`config.mk`:
```
export PLATFORM = sky130hd
export DESIGN_NAME = init_values_loader
export DESIGN_NICKNAME = d
export VERILOG_FILES = /design/src/rtl/init_values_loader.sv
export SDC_FILE = /design/constraint.sdc
export NUM_CORES = 1
export LEC_CHECK = 0
export BUFFER_PORTS_ARGS = -buffer_cell sky130_fd_sc_hd__buf_2
export CORE_MARGIN = 1
export CORE_UTILIZATION = 55
export DETAILED_ROUTE_END_ITERATION = 7
export PLACE_DENSITY = 0.79
export SYNTH_ARGS = -nofsm -noshare
export SYNTH_HDL_FRONTEND = slang
export SYNTH_SLANG_ARGS = --single-unit
```
`constraint.sdc`:
```
create_clock -name clk -period 5.4 [get_ports clk]
set_clock_uncertainty 0.2 [all_clocks]
set_input_delay 0.54 -clock clk [delete_from_list [all_inputs] [get_ports clk]]
set_output_delay 0.54 -clock clk [all_outputs]
set_load 0.01 [all_outputs]
```
`src/rtl/init_values_loader.sv`:
```
// init_values_loader
// Collects a stream of narrow words on a valid/ready interface, packs every
// BEATS words MSB-first into one table entry and writes the DEPTH entries in
// order through a single write port of the init-value RAM.  Loading is started
// by a start pulse, can be cancelled with abort and ends in DONE once the last
// entry has been written.
module init_values_loader #(
   parameter int DATA_W = 64,
   parameter int IN_W   = 16,
   parameter int DEPTH  = 8,
   localparam int ADDR_W = $clog2(DEPTH),
   localparam int BEATS  = DATA_W / IN_W
) (
   input  logic              clk,
   input  logic              rst,
   input  logic              start,
   input  logic              abort,
   input  logic              in_valid,
   input  logic [IN_W-1:0]   in_data,
   output logic              in_ready,
   output logic              wr_en,
   output logic [ADDR_W-1:0] wr_addr,
   output logic [DATA_W-1:0] wr_data,
   output logic [ADDR_W:0]   entries_loaded,
   output logic              busy,
   output logic              done
);

   // Beat counter width; a single-beat configuration still gets one bit.
   localparam int BEAT_W = (BEATS > 1) ? $clog2(BEATS) : 1;
   // Only the words that precede the current one have to be stored.
   localparam int SHIFT_W = DATA_W - IN_W;

   localparam logic [BEAT_W-1:0] LAST_BEAT  = BEAT_W'(BEATS - 1);
   localparam logic [ADDR_W-1:0] LAST_ENTRY = ADDR_W'(DEPTH - 1);

   typedef enum logic [1:0] {
      ST_IDLE = 2'd0,
      ST_LOAD = 2'd1,
      ST_DONE = 2'd2
   } state_t;

   state_t              state_q, state_d;
   logic [BEAT_W-1:0]   beat_cnt_q, beat_cnt_d;
   logic [ADDR_W-1:0]   entry_cnt_q, entry_cnt_d;
   logic [SHIFT_W-1:0]  shift_q, shift_d;
   logic                wr_en_q, wr_en_d;
   logic [ADDR_W-1:0]   wr_addr_q, wr_addr_d;
   logic [DATA_W-1:0]   wr_data_q, wr_data_d;
   logic [ADDR_W:0]     loaded_q, loaded_d;

   logic                accept_s;
   logic                last_beat_s;
   logic                last_entry_s;
   logic [DATA_W-1:0]   assembled_s;

   // Appends the newest word below the already collected ones, so the first
   // word of an entry lands in the most significant slice.
   function automatic logic [DATA_W-1:0] assemble(
      input logic [SHIFT_W-1:0] partial,
      input logic [IN_W-1:0]    word
   );
      return {partial, word};
   endfunction

   // A word is taken only while loading; in_ready comes from the state
   // register alone, so there is no path from in_valid back to in_ready.
   assign accept_s     = in_valid && (state_q == ST_LOAD);
   assign last_beat_s  = (beat_cnt_q == LAST_BEAT);
   assign last_entry_s = (entry_cnt_q == LAST_ENTRY);
   assign assembled_s  = assemble(shift_q, in_data);

   // State register.
   always_ff @(posedge clk or posedge rst) begin
      if (rst) begin
         state_q <= ST_IDLE;
      end else begin
         state_q <= state_d;
      end
   end

   // Next-state logic: start wins outside LOAD, abort wins inside LOAD.
   always_comb begin
      state_d = state_q;
      case (state_q)
         ST_IDLE: begin
            if (start) begin
               state_d = ST_LOAD;
            end else begin
               state_d = ST_IDLE;
            end
         end
         ST_LOAD: begin
            if (abort) begin
               state_d = ST_IDLE;
            end else if (accept_s && last_beat_s && last_entry_s) begin
               state_d = ST_DONE;
            end else begin
               state_d = ST_LOAD;
            end
         end
         ST_DONE: begin
            if (start) begin
               state_d = ST_LOAD;
            end else begin
               state_d = ST_DONE;
            end
         end
         default: begin
            state_d = ST_IDLE;
         end
      endcase
   end

   // Datapath and write-port next values; every counter holds unless changed.
   always_comb begin
      beat_cnt_d  = beat_cnt_q;
      entry_cnt_d = entry_cnt_q;
      shift_d     = shift_q;
      wr_en_d     = 1'b0;
      wr_addr_d   = wr_addr_q;
      wr_data_d   = wr_data_q;
      loaded_d    = loaded_q;
      case (state_q)
         ST_IDLE, ST_DONE: begin
            if (start) begin
               beat_cnt_d  = '0;
               entry_cnt_d = '0;
               shift_d     = '0;
               loaded_d    = '0;
            end else begin
               beat_cnt_d  = beat_cnt_q;
               entry_cnt_d = entry_cnt_q;
            end
         end
         ST_LOAD: begin
            if (abort) begin
               // The partial entry and any word arriving with abort are
               // dropped; entries already written are left alone.
               beat_cnt_d = '0;
               shift_d    = '0;
            end else if (accept_s) begin
               shift_d = assembled_s[SHIFT_W-1:0];
               if (last_beat_s) begin
                  beat_cnt_d  = '0;
                  wr_en_d     = 1'b1;
                  wr_addr_d   = entry_cnt_q;
                  wr_data_d   = assembled_s;
                  entry_cnt_d = entry_cnt_q + ADDR_W'(1);
                  loaded_d    = loaded_q + (ADDR_W + 1)'(1);
               end else begin
                  beat_cnt_d = beat_cnt_q + BEAT_W'(1);
               end
            end else begin
               beat_cnt_d = beat_cnt_q;
            end
         end
         default: begin
            beat_cnt_d  = '0;
            entry_cnt_d = '0;
            shift_d     = '0;
         end
      endcase
   end

   // Datapath registers; reset clears everything immediately.
   always_ff @(posedge clk or posedge rst) begin
      if (rst) begin
         beat_cnt_q  <= '0;
         entry_cnt_q <= '0;
         shift_q     <= '0;
         wr_en_q     <= 1'b0;
         wr_addr_q   <= '0;
         wr_data_q   <= '0;
         loaded_q    <= '0;
      end else begin
         beat_cnt_q  <= beat_cnt_d;
         entry_cnt_q <= entry_cnt_d;
         shift_q     <= shift_d;
         wr_en_q     <= wr_en_d;
         wr_addr_q   <= wr_addr_d;
         wr_data_q   <= wr_data_d;
         loaded_q    <= loaded_d;
      end
   end

   // Status flags decode straight from the state register.
   assign in_ready       = (state_q == ST_LOAD);
   assign busy           = (state_q == ST_LOAD);
   assign done           = (state_q == ST_DONE);
   assign wr_en          = wr_en_q;
   assign wr_addr        = wr_addr_q;
   assign wr_data        = wr_data_q;
   assign entries_loaded = loaded_q;

endmodule

```
==> summary.txt, run 1 <==
Clock network
  • TritonCTS Buffers: 17
  • Clock slew at reported path FFs: 0.06 ns
  • H-tree Lvls: 4
  • CTS root buf: clkbuf_8
  • Post CTS Setup Buffer Count: 0
  • Clock tree buffer depth: 2
  • Hold_buf cts: 0
  • Post_cts resized: 0
  • Clock latency on the worst-skew pair: 0.52 ns
  • CTS Sinks: 127
  • CTS tree: yes

Placed design
  • Placed inst area: 5720 um^2
  • GPL Wtd Cong: 0.780
  • PortBufs: 95
  • Inst Count DP: 575
  • DPL Wire Length: 6500 um

Critical path
  • CP Capture Type: flop
  • Max incr delay on CP: 0.86 ns
  • Arrival time worst endpoint: 3.26 ns
  • Setup crit start kind: flop
  • Worst Reg-to-Reg Cells: 5
  • CP max-delay cell: nor2_4
  • Critical path, cell by cell: ha_1 > nand3b_1 > nor2_4 > buf_4 > mux2_2
  • FF-to-FF Start: beat_cnt_q[0]
  • Worst-path fanout max: 36
  • Flop2flop setup slack: 2.34 ns
  • FF-to-FF End: wr_addr[1]
  • Crit path kind: reg2reg
  • CP required: 5.60 ns

Outcome
  • Status: finished clean

Layout
  • Commonest cells after routing, fill and taps aside: dfrtp_1, buf_2, mux2_2
  • Number of fill cells: 609
  • Number of diodes: 0
  • Commonest non-fill, non-tap cell in the layout: dfrtp_1
  • Layout cell share with drive strength beyond 1: 42.7%
  • Area growth syn-to-layout: 23.9%
  • Post-route insts no fill: 607
  • Post-route cell area: 6400 um^2
  • Nets: 511

Drt
  • ANT nets after route: 0
  • DR vias: 3,243
  • DRT iter0 DRCs: 153
  • Total wire length: 10,500 um
  • Per-cell routed wire length: 17.2 um
  • DRC Markers: 0
  • Via density per instance: 5.34
  • Drt pass-1 iters: 4

Pwr
  • Gate power share: 6.9%
  • Sequential power share: 40.8%
  • P per Cell Area: 387 nW/um^2
  • Sw frac: 21.5%
  • Clk pwr share: 52.3%
  • LEAKAGE: 3.50 nW
  • Internal power: 1.95 mW
  • IR drop worst, VDD: 0.283 mV
  • Sw Pwr: 0.532 mW

Floorplan
  • Starting Density: 58.1%
  • Die Y: 98.9 um
  • Die Area: 9780 um^2
  • Row cnt: 34
  • # IOs: 96
  • Die Wd: 98.9 um
  • Core area: 8890 um^2

GRT
  • Largest net degree at the start of global routing: 93
  • First-pass GRT wire length: 17,600 um
  • Total gr overflow: 0
  • Antenna violations before repair: 0
  • GRT Util Overall: 23.8%
  • Vias in the first global route: 3,423

Timing
  • WHS: 0.0742 ns
  • Final period util: 56.7%
  • RSZ-0062 raised after global routing: false
  • Final Max Tran Viols: 0
  • Final min period: 3.06 ns
  • Fin. Hold Viols: 0
  • Post-route setup TNS: 0 ns
  • Slew headroom: 26.4%
  • Finish-stage setup viols: 0
  • Worst Tran Pin Value: 1.10 ns
  • Peak Freq: 0.327 GHz

Worst hold path
  • Hold Crit Class: in2reg
  • Hold Crit Start: in_data[3]
  • Hold path depth: 2
  • End of the worst hold path: wr_data[3]

Synth
  • Area leader, netlist: dfrtp_1
  • Flops & latches, synth: 127
  • Syn Inst Count: 386
  • Synthesized area: 5160 um^2
  • Syn_nets: 411
  • Yosys warnings: 0
  • Yosys top cell area share: 61.6%
  • Cell variety after synth: 29
  • Post-synthesis sequential area ratio: 61.6%
  • Synth Area per Inst: 13.4 um^2
  • Top cells by area, synth: dfrtp_1, mux2_2, mux2i_1, nand2_1, inv_1

Flow run
  • Max Cap Viol: 0
-- stage by stage --
step                worst slack [ns]  util, %  power, mW
floorplan                       1.28        -       1.14
global placement                2.27     64.3       1.19
detailed placement              2.16     64.3       1.20
CTS                             2.32     72.0       2.50
global route                    2.19     72.0       2.55
finish                          2.34     72.0       2.48
-- synth_stat cells, drive strengths merged --
| cell | count |
|---|---|
| a21boi | 1 |
| a21oi | 1 |
| a22o | 1 |
| and3 | 1 |
| buf | 14 |
| clkbuf | 4 |
| dfrtp | 127 |
| ha | 4 |
| inv | 37 |
| mux2 | 84 |
| mux2i | 37 |
| nand2 | 39 |
| nand2b | 1 |
| nand3 | 1 |
| nand3b | 1 |
| nor2 | 20 |
| nor2b | 1 |
| nor3b | 1 |
| o21ai | 4 |
| o311ai | 1 |
| o31ai | 1 |
| o41ai | 1 |
| or2b | 1 |
| or3b | 1 |
| or4 | 1 |
| xor2 | 1 |
-- registers in the layout, summed over array words and instances (netlist names) --
name / cells
entries_loaded: 4
entry_cnt_q: 3
wr_data: 64
shift_q: 48
state_q: 2
beat_cnt_q: 2
wr_en: 1
wr_addr: 3
-- layout make-up --
type	count	area [um^2]	share of cell area, %
repair buffers	99	505	7.90
clock buffers	22	473	7.39
inverters	37	141	2.21
flip-flops and latches	127	3180	49.7
clock inverters	10	205	3.21
multi-input cells	204	1760	27.5
well taps	108	135	2.11
-- worst max-delay path by stage --
stage	startpoint	end	slack (ns)	depth (start not counted)
5_1_grt	beat_cnt_q[0]	wr_data[54]	2.19	5
2_1_floorplan	rst	beat_cnt_q[0]	1.28	1
3_5_place_dp	abort	wr_addr[1]	2.16	5
6_report	beat_cnt_q[0]	wr_addr[1]	2.34	5
4_1_cts	beat_cnt_q[0]	wr_addr[1]	2.32	5
3_3_place_gp	abort	wr_data[42]	2.27	5
-- logic make-up after synthesis --
family | share of synthesized area (%)
AO/OA/AOI/OAI | 1.36
XOR/XNOR | 0.170
adder cells (fa/ha/maj) | 0.970
buffers and inverters | 4.73
flip-flops | 61.6
multiplexers | 25.5
AND/OR/NAND/NOR | 5.72
-- worst max-delay path: cells and delay by family (launching register included) --
kind / cells / cell delay, ns
flip-flops: 1 / 0.37
AND/OR/NAND/NOR: 2 / 1.17
adder cells (fa/ha/maj): 1 / 0.22
buffers and inverters: 1 / 0.55
multiplexers: 1 / 0.41
-- per-layer routing --
metal  GRT usage [%]  vias to the layer above  share of wire [%]
li1                -                     1483                  -
met1            30.7                     1644                 44
met2            37.8                       98                 49
met3            7.45                       18                5.5
met4            9.53                        0                1.7
met5               0                        -                  0
-- power groups by stage --
stage / Clock [mW] / Combinational, mW / Sequential [mW]
floorplan: 0 / 0.112 / 1.03
detailed placement: 0 / 0.170 / 1.03
global route: 1.35 / 0.187 / 1.02
CTS: 1.31 / 0.173 / 1.01
global placement: 0 / 0.167 / 1.03
finish: 1.30 / 0.170 / 1.01
Power figures use the tool's default switching activity.
==> inputs of run 2 (changes only) <==
==> constraint.sdc (replaced) <==
create_clock -name clk -period 3 [get_ports clk]
set_clock_uncertainty 0.2 [all_clocks]
set_input_delay 0.3 -clock clk [delete_from_list [all_inputs] [get_ports clk]]
set_output_delay 0.3 -clock clk [all_outputs]
set_load 0.01 [all_outputs]
==> run 2 against run 1 <==
  * First-iteration DRC count shrank 42%
  * Sequential power up 80%
  * Maximum frequency is 35% higher
  * Combinational power is 98% higher
  * Die area did not move
  * Non-clock buffer count rose by 22
  * Worst hold slack gained 0.12 ns
  * Final cell count rose by 3.6%
  * Setup slack got worse by 1.6 ns
  * Largest power group unchanged
==> summary.txt, run 2 (synthesis gave the netlist of run 1 again) <==
Layout
  • Post-route insts no fill: 629 (was 607)
  • Nets: 533 (was 511)
  • Layout cell share with drive strength beyond 1: 41.5% (was 42.7%)
  • Max reg flops: 64 (unchanged)
  • Area growth syn-to-layout: 27.4% (was 23.9%)
  • Number of diodes: 0 (unchanged)
  • Util after Layout: 74.0% (was 72.0%)
  • Commonest cells after routing, fill and taps aside: dfrtp_1, buf_2, mux2_2 (unchanged)
  • Number of fill cells: 582 (was 609)
  • Commonest non-fill, non-tap cell in the layout: dfrtp_1 (unchanged)
  • Post-route cell area: 6580 um^2 (was 6400 um^2)

Drt
  • Drt pass-1 iters: 4 (unchanged)
  • DRC Markers: 0 (unchanged)
  • DRT iter0 DRCs: 89 (was 153)
  • Total wire length: 10,300 um (was 10,500 um)
  • Per-cell routed wire length: 16.4 um (was 17.2 um)
  • DR vias: 3,313 (was 3,243)
  • Via density per instance: 5.27 (was 5.34)
  • ANT nets after route: 0 (unchanged)
  • M1 WL: 4410 um (was 4570 um)
  • Metal2 WL: 5240 um (was 5140 um)
  • Met3 routed WL: 573 um (unchanged)
  • Uppermost layer routed: met4 (unchanged)

Worst hold path
  • Hold Crit Class: in2reg (unchanged)
  • Hold Crit Start: abort (was in_data[3])
  • End of the worst hold path: entries_loaded[2] (was wr_data[3])
  • Hold path depth: 3 (was 2)

Floorplan
  • Die Wd: 98.9 um (unchanged)
  • # IOs: 96 (unchanged)
  • Die Area: 9780 um^2 (unchanged)
  • Row cnt: 34 (unchanged)
  • Die Y: 98.9 um (unchanged)
  • Core area: 8890 um^2 (unchanged)
  • Starting Density: 58.1% (unchanged)

Timing
  • Finish-stage setup viols: 0 (unchanged)
  • Peak Freq: 0.440 GHz (was 0.327 GHz)
  • Final period util: 75.8% (was 56.7%)
  • Final min period: 2.27 ns (was 3.06 ns)
  • Slew headroom: 48.6% (was 26.4%)
  • RSZ-0062 raised after global routing: false (unchanged)
  • Worst Tran Pin Value: 0.769 ns (was 1.10 ns)
  • Post-route setup TNS: 0 ns (unchanged)
  • Final Max Tran Viols: 0 (unchanged)
  • Fin. Hold Viols: 0 (unchanged)

Critical path
  • Arrival time worst endpoint: 2.46 ns (was 3.26 ns)
  • CP required: 3.19 ns (was 5.60 ns)
  • CP Capture Type: flop (unchanged)
  • FF-to-FF Start: beat_cnt_q[0] (unchanged)
  • Crit path from: beat_cnt_q[0] (unchanged)
  • Worst Reg-to-Reg Cells: 5 (unchanged)
  • Setup crit start kind: flop (unchanged)
  • FF-to-FF End: wr_data[23] (was wr_addr[1])
  • Worst-path fanout max: 44 (was 36)
  • Flop2flop setup slack: 0.73 ns (was 2.34 ns)
  • Crit path kind: reg2reg (unchanged)

Clock network
  • Clock slew at reported path FFs: 0.06 ns (about the same)
  • Post_cts resized: 0 (unchanged)
  • CTS root buf: clkbuf_8 (unchanged)
  • Clock latency on the worst-skew pair: 0.51 ns (was 0.52 ns)
  • Hold_buf cts: 19 (was 0)
  • Post CTS Setup Buffer Count: 0 (unchanged)
  • CTS Sinks: 127 (unchanged)
  • Clock tree buffer depth: 2 (unchanged)
  • CTS tree: yes (unchanged)
  • TritonCTS Buffers: 17 (unchanged)
  • H-tree Lvls: 4 (unchanged)

Flow run
  • Max Cap Viol: 0 (unchanged)

Pwr
  • Sw Pwr: 0.974 mW (was 0.532 mW)
  • P per Cell Area: 649 nW/um^2 (was 387 nW/um^2)
  • Internal power: 3.30 mW (was 1.95 mW)
  • Gate power share: 7.9% (was 6.9%)
  • Sequential power share: 42.6% (was 40.8%)
  • LEAKAGE: 3.57 nW (was 3.50 nW)
  • Sw frac: 22.8% (was 21.5%)
  • IR drop worst, VDD: 0.355 mV (was 0.283 mV)
  • Clk pwr share: 49.5% (was 52.3%)

Placed design
  • DPL Wire Length: 6420 um (was 6500 um)
  • GPL Wtd Cong: 0.797 (was 0.780)
  • Placed inst area: 5770 um^2 (was 5720 um^2)
  • PortBufs: 95 (unchanged)
  • Inst Count DP: 578 (was 575)

Outcome
  • Status: finished clean (unchanged)

GRT
  • Antenna violations before repair: 0 (unchanged)
  • First-pass GRT wire length: 17,200 um (was 17,600 um)
  • Total gr overflow: 0 (unchanged)
  • Vias in the first global route: 3,448 (was 3,423)
  • Largest net degree at the start of global routing: 62 (was 93)
  • GRT Util Overall: 23.2% (was 23.8%)
==> run 2: power groups by stage <==
stage | registers [mW] | clock network, mW | logic (mW)
floorplan | 1.85 | 0 | 0.201
global placement | 1.84 | 0 | 0.311
detailed placement | 1.85 | 0 | 0.319
CTS | 1.82 | 2.14 | 0.340
global route | 1.83 | 2.23 | 0.370
finish | 1.82 | 2.11 | 0.337
==> run 2: critical path, stage by stage, from the launching register on <==
cell	delay, ns
dfrtp_1	0.37
ha_1	0.19
nand3b_1	0.28
nor2_4	0.17
buf_4	0.50
mux2_2	0.41
==> run 2: worst max path at each step <==
stage | to | slack [ns] | cells past startpoint
4_1_cts | wr_data[23] | 0.74 | 5
2_1_floorplan | beat_cnt_q[0] | 0.93 | 1
3_3_place_gp | wr_data[51] | 0.84 | 5
3_5_place_dp | wr_data[17] | 0.76 | 5
6_report | wr_data[23] | 0.73 | 5
5_1_grt | wr_data[46] | 0.58 | 5
==> run 2: layout make-up <==
type	instances	area, um^2	share of cell area [%]
clock inverter	13	188	2.85
timing repair buffer	121	743	11.3
clock buffer	19	432	6.56
tap	108	135	2.05
inverter	37	143	2.17
sequential	127	3180	48.3
multi-input combinational	204	1760	26.7
==> run 2: routing by layer <==
| metal | GRT usage (%) | up-vias |
|---|---|---|
| met5 | 0 | - |
| met4 | 6.20 | 0 |
| met3 | 7.80 | 10 |
| met2 | 38.7 | 91 |
| li1 | - | 1540 |
| met1 | 29.1 | 1672 |
==> run 2: per-stage QoR <==
step	setup slack, ns	hold WS [ns]	power (mW)
6_report	0.726	0.195	4.27
5_1_grt	0.575	0.227	4.42
4_1_cts	0.745	0.177	4.30
3_5_place_dp	0.757	0.266	2.17
3_3_place_gp	0.843	0.262	2.16
2_1_floorplan	0.933	0.237	2.05
==> inputs of run 3 (changes only) <==
--- a/config.mk
+++ b/config.mk
@@ -5,6 +5,7 @@
 export SDC_FILE = /design/constraint.sdc
 export NUM_CORES = 1
 export LEC_CHECK = 0
+export ABC_AREA = 1
 export BUFFER_PORTS_ARGS = -buffer_cell sky130_fd_sc_hd__buf_2
 export CORE_MARGIN = 1
 export CORE_UTILIZATION = 55
==> constraint.sdc (replaced) <==
create_clock -name clk -period 2.21 [get_ports clk]
set_clock_uncertainty 0.2 [all_clocks]
set_input_delay 0.221 -clock clk [delete_from_list [all_inputs] [get_ports clk]]
set_output_delay 0.221 -clock clk [all_outputs]
set_load 0.01 [all_outputs]
==> run 3 against run 2 <==
  * Via count grew 32%
  * Clock power increased by 25%
  * Global-route usage grew 3.1 points
  * Setup slack got worse by 0.46 ns
  * Final area shrank 2.7%
  * Critical path type is now reg2out
  * Total power grew 28%
==> summary.txt, run 3 <==
Outcome
  • Status: finished clean (unchanged)

Pwr
  • Sw frac: 23.8% (was 22.8%)
  • IR drop worst, VDD: 0.695 mV (was 0.355 mV)
  • P per Cell Area: 852 nW/um^2 (was 649 nW/um^2)
  • Clk pwr share: 48.2% (was 49.5%)
  • Internal power: 4.15 mW (was 3.30 mW)
  • Sw Pwr: 1.30 mW (was 0.974 mW)
  • LEAKAGE: 3.79 nW (was 3.57 nW)
  • Gate power share: 7.1% (was 7.9%)
  • Sequential power share: 44.7% (was 42.6%)

Clock network
  • TritonCTS Buffers: 17 (unchanged)
  • Clock slew at reported path FFs: 0.06 ns (about the same)
  • CTS root buf: clkbuf_8 (unchanged)
  • CTS Sinks: 127 (unchanged)
  • Clock latency on the worst-skew pair: 0.52 ns (was 0.51 ns)
  • CTS tree: yes (unchanged)
  • Clock tree buffer depth: 2 (unchanged)
  • H-tree Lvls: 4 (unchanged)

Drt
  • Total wire length: 11,900 um (was 10,300 um)
  • DRC Markers: 0 (unchanged)
  • ANT nets after route: 0 (unchanged)
  • Via density per instance: 5.46 (was 5.27)
  • DRT iter0 DRCs: 336 (was 89)
  • Drt pass-1 iters: 7 (was 4)
  • DR vias: 4,364 (was 3,313)
  • Per-cell routed wire length: 14.9 um (was 16.4 um)

Timing
  • Final min period: 1.95 ns
  • Post-route setup TNS: 0 ns (unchanged)
  • Finish-stage setup viols: 0 (unchanged)
  • RSZ-0062 raised after global routing: false (unchanged)
  • Fin. Hold Viols: 0 (unchanged)
  • Final period util: 88.2%
  • Worst Tran Pin Value: 0.728 ns (was 0.769 ns)
  • Final Max Tran Viols: 0 (unchanged)
  • WHS: 0.203 ns (was 0.195 ns)
  • Peak Freq: 0.513 GHz
  • Slew headroom: 51.3% (was 48.6%)

Floorplan
  • Die Y: 98.2 um (was 98.9 um)
  • Starting Density: 57.5% (was 58.1%)
  • Core area: 8850 um^2 (was 8890 um^2)
  • Row cnt: 34 (unchanged)
  • # IOs: 96 (unchanged)
  • Die Wd: 98.2 um (was 98.9 um)
  • Die Area: 9640 um^2 (was 9780 um^2)

Placed design
  • PortBufs: 95 (unchanged)
  • GPL Wtd Cong: 0.825 (was 0.797)
  • DPL Wire Length: 6970 um (was 6420 um)

Critical path
  • Worst-path fanout max: 6 (was 44)
  • Crit path from: state_q[0] (was beat_cnt_q[0])
  • Setup crit start kind: flop (unchanged)
  • CP required: 1.79 ns (was 3.19 ns)
  • FF-to-FF Start: state_q[1] (was beat_cnt_q[0])
  • Crit path kind: reg2out (was reg2reg)
  • Arrival time worst endpoint: 1.53 ns (was 2.46 ns)
  • CP Capture Type: output port (was flop)

GRT
  • GRT Util Overall: 26.3% (was 23.2%)
  • Total gr overflow: 0 (unchanged)
  • Antenna violations before repair: 0 (unchanged)
  • Vias in the first global route: 4,146 (was 3,448)
  • First-pass GRT wire length: 19,900 um (was 17,200 um)
  • Largest net degree at the start of global routing: 128 (was 62)

Synth
  • Adder-cell share of the synthesized area: 0.984% (was 0.969%)
  • Syn Inst Count: 571 (was 386)
  • Ys flop type: dfrtp_1 (unchanged)
  • Synth Area in XOR/XNOR: 0.172% (was 0.170%)
  • Most frequent cell after synthesis: nand2_1 (was dfrtp_1)
  • Syn_nets: 596 (was 411)
  • Post-synth top cells: nand2_1, dfrtp_1, nand4_1 (was dfrtp_1, mux2_2, nand2_1)
  • Synth Area per Inst: 8.91 um^2 (was 13.4 um^2)
  • Largest family of logic cells by synthesized area: simple AND/OR/NAND/NOR gates (was multiplexers)
  • Post-synth ARST share: 100% (unchanged)
  • Synthesized area: 5090 um^2 (was 5160 um^2)
  • Number of synthesized flops with an enable pin: 0 (unchanged)
  • Post-synthesis sequential area ratio: 62.5% (was 61.6%)
  • Yosys top cell area share: 62.5% (was 61.6%)
  • Compound-Gate Fraction of Synth Area: 0.886% (was 1.36%)
  • Area leader, netlist: dfrtp_1 (unchanged)
  • Simple-gate share of the synthesized area: 31.4% (was 5.72%)
  • Cell variety after synth: 23 (was 29)
  • Flops & latches, synth: 127 (unchanged)
  • Yosys warnings: 0 (unchanged)
  • Top cells by area, synth: dfrtp_1, nand2_1, nand4_1, buf_2, clkbuf_1 (was dfrtp_1, mux2_2, mux2i_1, nand2_1, inv_1)
  • Multiplexer share of the synthesized area: 0% (was 25.5%)

Layout
  • Commonest non-fill, non-tap cell in the layout: nand2_1 (was dfrtp_1)
  • Number of diodes: 0 (unchanged)
  • Number of fill cells: 648 (was 582)
  • Area growth syn-to-layout: 25.8% (was 27.4%)
  • Nets: 703 (was 533)
  • Commonest cells after routing, fill and taps aside: nand2_1, dfrtp_1, buf_2 (was dfrtp_1, buf_2, mux2_2)
  • Max reg flops: 64 (unchanged)
  • Layout cell share with drive strength beyond 1: 20.7% (was 41.5%)

Flow run
  • Max Cap Viol: 0 (unchanged)

Worst hold path
  • Hold Crit Class: in2async (was in2reg)
-- run 3: final cells by class --
cell class	instances	area [um^2]	area share [%]
clock buffers	21	449	7.02
clock inverters	11	115	1.80
inverters	10	41.3	0.645
multi-input cells	398	1720	26.9
flip-flops and latches	127	3180	49.7
well taps	108	135	2.11
repair buffers	124	756	11.8
-- run 3: metrics by stage --
step / utilization (%) / power (mW) / std cells / setup slack (ns) / area, um^2
3_5_place_dp: 63.5 / 2.82 / 746 / 0.141 / 5620
6_report: 72.3 / 5.45 / 799 / 0.262 / 6400
5_1_grt: 72.3 / 5.65 / 799 / 0.173 / 6400
4_1_cts: 72.1 / 5.46 / 798 / 0.000669 / 6380
2_1_floorplan: - / 2.70 / 571 / 0.222 / 5090
3_3_place_gp: 63.5 / 2.80 / 746 / 0.211 / 5620
-- run 3: cell families after synthesis --
| group | count (synthesis) |
|---|---|
| buffers and inverters | 47 |
| AND/OR/NAND/NOR | 384 |
| XOR/XNOR | 1 |
| flip-flops | 127 |
| adder cells (fa/ha/maj) | 4 |
| AO/OA/AOI/OAI | 8 |
-- run 3: final timing paths --
check	endpoint	slack, ns	cells after the start
setup / recovery	busy	0.26	3
hold / removal	wr_data[6]	0.20	4
setup reg to reg	shift_q[7]	0.28	5
hold reg to reg	wr_data[53]	0.26	2
max in group asynchronous	wr_data[48]	1.08	4
min in group clk	wr_data[5]	0.26	4
-- run 3: what timing repair did --
action / in CTS / in global routing
resized for setup: 0 / 1
endpoints found under the hold margin: 164 / 0
buffers inserted: 0 / 0
setup endpoints to repair: 0 / 50
hold buffers: 20 / 0
-- run 3: worst max-delay path, cell delays in order, from the launching register on --
cell and delay [ns]:
dfrtp_1 0.43, inv_1 0.08, nor2_1 0.29, buf_2 0.20
-- run 3: power by group through the flow --
stage                     logic, mW  registers [mW]  clock network (mW)
final                         0.387            2.44                2.63
after global routing          0.429            2.45                2.77
after CTS                     0.373            2.43                2.66
after detailed placement      0.344            2.47                   0
after global placement        0.330            2.47                   0
after floorplan               0.227            2.47                   0
-- run 3: routing by layer --
layer	GRT usage [%]	wire length, um	vias to the layer above
met5	0	0	-
met4	7.81	147	0
met3	7.73	790	18
met2	41.2	5850	190
met1	36.0	5150	2114
li1	-	-	2042
